--- src/rtl/mem_port_arbiter.sv ---
// Shares one memory port between instruction fetch (IF) and data memory (DM), one transaction at a time.
// Optional starvation guard for fetch is compiled in with `define ARB_STARVE_GUARD_EN.
module mem_port_arbiter #(
  parameter int STARVE_LIMIT = 4
) (
  input  logic        clk,
  input  logic        reset,
  input  logic        if_req,
  input  logic [31:0] if_addr,
  output logic        if_gnt,
  output logic        if_rvalid,
  output logic [31:0] if_rdata,
  input  logic        dm_req,
  input  logic        dm_we,
  input  logic [2:0]  dm_funct3,
  input  logic [31:0] dm_addr,
  input  logic [31:0] dm_wdata,
  output logic        dm_gnt,
  output logic        dm_rvalid,
  output logic [31:0] dm_rdata,
  output logic        mem_req,
  output logic        mem_we,
  output logic [2:0]  mem_funct3,
  output logic [31:0] mem_addr,
  output logic [31:0] mem_wdata,
  input  logic        mem_ready,
  input  logic        mem_rvalid,
  input  logic [31:0] mem_rdata,
  output logic        stall_f,
  output logic        stall_m
);

  typedef enum logic [1:0] {IDLE, REQ, WAIT} state_t;

  state_t      state_reg, state_next;
  logic        owner_reg;  // 1 = DM owns the port
  logic        cmd_we_reg;
  logic [2:0]  cmd_funct3_reg;
  logic [31:0] cmd_addr_reg;
  logic [31:0] cmd_wdata_reg;
  logic        if_rvalid_reg, dm_rvalid_reg;
  logic [31:0] if_rdata_reg, dm_rdata_reg;
  logic        arb_go;
  logic        pick_dm;

  // Grants are combinational in IDLE and suppressed while reset is asserted.
  assign arb_go = (state_reg == IDLE) && reset && (if_req || dm_req);

`ifdef ARB_STARVE_GUARD_EN
  logic [3:0] starve_cnt_reg;
  logic       starved;

  assign starved = (starve_cnt_reg >= 4'(STARVE_LIMIT));
  assign pick_dm = dm_req && !(if_req && starved);

  always_ff @(posedge clk) begin
    if (!reset) begin
      starve_cnt_reg <= '0;
    end else if (arb_go) begin
      if (!pick_dm) begin
        starve_cnt_reg <= '0;
      end else if (if_req && (starve_cnt_reg != 4'hf)) begin
        starve_cnt_reg <= starve_cnt_reg + 4'd1;
      end
    end
  end
`else
  logic unused_starve_limit;

  assign unused_starve_limit = (STARVE_LIMIT != 0);
  assign pick_dm             = dm_req;
`endif

  assign if_gnt = arb_go && !pick_dm;
  assign dm_gnt = arb_go && pick_dm;

  always_comb begin
    state_next = state_reg;
    case (state_reg)
      IDLE:    if (arb_go) state_next = REQ;
      REQ:     if (mem_ready) state_next = WAIT;
      WAIT:    if (mem_rvalid) state_next = IDLE;
      default: state_next = IDLE;
    endcase
  end

  always_ff @(posedge clk) begin
    if (!reset) begin
      state_reg      <= IDLE;
      owner_reg      <= 1'b0;
      cmd_we_reg     <= 1'b0;
      cmd_funct3_reg <= 3'b000;
      cmd_addr_reg   <= '0;
      cmd_wdata_reg  <= '0;
      if_rvalid_reg  <= 1'b0;
      dm_rvalid_reg  <= 1'b0;
      if_rdata_reg   <= '0;
      dm_rdata_reg   <= '0;
    end else begin
      state_reg     <= state_next;
      if_rvalid_reg <= 1'b0;
      dm_rvalid_reg <= 1'b0;
      if (arb_go) begin
        owner_reg <= pick_dm;
        if (pick_dm) begin
          cmd_we_reg     <= dm_we;
          cmd_funct3_reg <= dm_funct3;
          cmd_addr_reg   <= dm_addr;
          cmd_wdata_reg  <= dm_wdata;
        end else begin
          cmd_we_reg     <= 1'b0;
          cmd_funct3_reg <= 3'b010;
          cmd_addr_reg   <= if_addr;
          cmd_wdata_reg  <= '0;
        end
      end
      // Write responses also land here; the data is simply passed through to DM.
      if ((state_reg == WAIT) && mem_rvalid) begin
        if (owner_reg) begin
          dm_rdata_reg  <= mem_rdata;
          dm_rvalid_reg <= 1'b1;
        end else begin
          if_rdata_reg  <= mem_rdata;
          if_rvalid_reg <= 1'b1;
        end
      end
    end
  end

  assign mem_req    = (state_reg == REQ);
  assign mem_we     = cmd_we_reg;
  assign mem_funct3 = cmd_funct3_reg;
  assign mem_addr   = cmd_addr_reg;
  assign mem_wdata  = cmd_wdata_reg;

  assign if_rvalid = if_rvalid_reg;
  assign if_rdata  = if_rdata_reg;
  assign dm_rvalid = dm_rvalid_reg;
  assign dm_rdata  = dm_rdata_reg;

  assign stall_f = if_req && !if_rvalid_reg;
  assign stall_m = dm_req && !dm_rvalid_reg;

endmodule

--- config.mk ---
export PLATFORM = sky130hd
export DESIGN_NAME = mem_port_arbiter
export DESIGN_NICKNAME = d
export VERILOG_FILES = /design/src/rtl/mem_port_arbiter.sv
export SDC_FILE = /design/constraint.sdc
export NUM_CORES = 1
export LEC_CHECK = 0
export ABC_AREA = 1
export BUFFER_PORTS_ARGS = -buffer_cell sky130_fd_sc_hd__buf_4
export CAP_MARGIN = 25
export CORE_UTILIZATION = 48
export CTS_CLUSTER_DIAMETER = 120
export DETAILED_ROUTE_END_ITERATION = 6
export GPL_ROUTABILITY_DRIVEN = 1
export PLACE_DENSITY = 0.81
export RECOVER_POWER = 50
export SLEW_MARGIN = 20
export SYNTH_ARGS = -nofsm -noshare
export SYNTH_HDL_FRONTEND = slang
export SYNTH_SLANG_ARGS = --single-unit
--- constraint.sdc ---
create_clock -name clk -period 2.8 [get_ports clk]
set_input_delay 0.14 -clock clk [delete_from_list [all_inputs] [get_ports clk]]
set_output_delay 0.14 -clock clk [all_outputs]
set_load 0.01 [all_outputs]
==> run_results.csv <==
group,metric,value,unit
run_status,outcome,"finished clean",
critical_path,critical_path.endpoint_type,"primary output",
final_layout,fin_area,8114,um2
place,dp_hpwl,12240,um
floorplanning,boundaryPins,277,
place,gp_congestion,0.8500,
global_route,gr-usage-all-layers,0.2877,
final_layout,area_growth,35.16,%
sta,tns,0,ns
final_layout,final_common_cell,"nand2_1",
critical_path,r2r-start,"state_reg[1]$_SDFFE_PN0P_",
critical_path,rr_worst_depth,6,
logic_synthesis,synthDistinctLibCells,17,
critical_path,crit_start,"state_reg[0]$_SDFFE_PN0P_",
clock_network,clock_sinks,137,
logic_synthesis,synth_area,6003,um2
critical_path,cp_max_fo,69,
detailed_routing,ant_nets,0,
sta,hold_violations,0,
clock_network,clock_path_buffers,2,
global_route,overflow,0,
pwr,p_leak,0.003690,uW
worst_hold_path,min_path_type,"in2reg",
detailed_routing,wl_per_cell,14.52,um
sta,fmaxAchievable,499.6,MHz
sta,slew_headroom,0.4971,
clock_network,clkSlewWorstSetupHoldPaths,0.05,ns
logic_synthesis,yosys_warnings,0,
sta,finClkSkew,0.006135,ns
sta,rsz0062_at_grt,"no",
clock_network,htree_levels,4,
detailed_routing,wirelength,18640,um
floorplanning,start_util,0.4957,
clock_network,cts_root_buf,"clkbuf_16",
global_route,antenna_found_initial,0,
floorplanning,num_rows,40,
clock_network,insertion_delay,0.41,ns
detailed_routing,via_per_inst,5.093,
floorplanning,die_y,113.8,um
clock_network,cts_resized,0,
logic_synthesis,synth.net_count,1009,
worst_hold_path,hold_path_startpoint,"dm_funct3[1]",
pwr,cellPowerDensity,603.3,nW/um2
logic_synthesis,synth_cells,871,
global_route,grt_pass1_vias,5917,
critical_path,crit_type,"reg2out",
final_layout,diodes,0,
floorplanning,dieArea,12960,um2
pwr,peakVddDrop,396.1,uV
detailed_routing,drcViolationCount,0,
sta,finalSetupViolations,0,
sta,fin_ws,0.7984,ns
clock_network,post_cts_buffers,0,
job,drv_cap,0,
detailed_routing,vias,6539,
detailed_routing,drt_first_pass_iters,5,
critical_path,r2r_end,"if_rdata[7]$_SDFFE_PN0P_",
sta,tightest_slew,0.7526,ns
worst_hold_path,hold_path_depth,5,
logic_synthesis,yosys_register_bits,137,
global_route,grt_max_degree,104,
clock_network,cts_inserted_buffers,17,
global_route,grt_pass1_wl,29210,um
detailed_routing,drt_iter0_drc,665,
sta,finalCriticalPeriod,2.002,ns
critical_path,critPathArrivalTime,1.86,ns
clock_network,tritoncts,"built",
sta,finalCritPeriodShare,0.7149,
logic_synthesis,avgSynthCellArea,6.892,um2
final_layout,drive_above_1_share,0.1658,
floorplanning,die_x,113.8,um
worst_hold_path,hold_end,"mem_funct3[1]$_SDFFE_PN0P_",
place,dpl_cell_area,8001,um2
floorplanning,core_area,12110,um2
critical_path,start_kind,"flop",
final_layout,nNetsFinal,1244,
place,numPortBuffers,276,
place,dp_slack,0.8899,ns
critical_path,required,2.66,ns
logic_synthesis,synth_seq_area_share,0.4569,
final_layout,layout_common_cells,"nand2_1 (272), buf_4 (151), clkbuf_1 (140), dfxtp_1 (137), a21oi_1 (100)",
clock_network,cts_hold_buf,1,
critical_path,worst-r2r-setup-slack,0.90,ns
sta,drv_slew,0,
[per-stage QoR]
stage | hold WS [ns] | instances | power (uW) | util
final | 0.02514 | 1284 | 4895 | 0.6699
after global routing | 0.02808 | 1284 | 5088 | 0.6699
after CTS | 0.01250 | 1282 | 4962 | 0.7075
after detailed placement | 0.3426 | 1252 | 2869 | 0.6606
after global placement | 0.3390 | 1252 | 2861 | 0.6606
after floorplan | 0.2403 | 871 | 2519 | -
[cell type report]
| cell class | count | area [um2] |
|---|---|---|
| Clock buffer | 27 | 523.0 |
| Tap cell | 168 | 210.2 |
| Multi-Input combinational cell | 583 | 2604 |
| Sequential cell | 137 | 2743 |
| Clock inverter | 2 | 35.03 |
| Inverter | 77 | 290.3 |
| Fill cell | 1228 | 3998 |
| Timing Repair Buffer | 290 | 1709 |
[routing by layer]
metal / routed length, um / GRT usage / vias to the layer above
li1: - / - / 3259
met1: 7505 / 0.3416 / 2955
met2: 9123 / 0.4837 / 277
met3: 1361 / 0.07226 / 48
met4: 647 / 0.1446 / 0
met5: 0 / 0 / -
[worst max-delay path by stage]
stage	slack [ns]	end	cells after the start
5_1_grt	0.66	if_gnt	5
4_1_cts	0.76	if_gnt	5
2_1_floorplan	1.64	if_rdata[12]$_SDFFE_PN0P_	6
6_report	0.80	if_gnt	5
3_3_place_gp	0.96	mem_wdata[11]$_SDFFE_PN0P_	6
3_5_place_dp	0.89	mem_wdata[10]$_SDFFE_PN0P_	6
[critical path, cell delays in order (launching register included)]
cell and delay [ns]:
dfxtp_1 0.36, nor2_4 0.11, buf_4 0.58, nand3_1 0.14
inv_1 0.10, buf_4 0.14
[where the power goes]
| group | internal (uW) | switching, uW | leakage, uW |
|---|---|---|---|
| Combinational | 278 | 448 | 0.00230 |
| Sequential | 2030 | 40.2 | 0.00111 |
| Clock | 1350 | 754 | 0.000275 |
[synth_stat cells (all sizes together)]
library cell	number	area (um2)
a21oi	100	500.5
buf	60	315.3
clkbuf	14	52.55
dfxtp	137	2743
inv	77	289.0
nand2	272	1021
nand3	70	355.3
nand4	65	406.6
nor2	74	307.8
nor3	1	5.000
o31ai	1	7.510
[logic make-up (layout without fill, tap and decap cells)]
kind of cell,count (synthesis),in the layout,synth area share
and+or+nand+nor,482,482,0.3491
DFF,137,137,0.4569
buffers and inverters,151,396,0.1094
AOI/OAI and AO/OA,101,101,0.08462
Power figures use the tool's default switching activity.
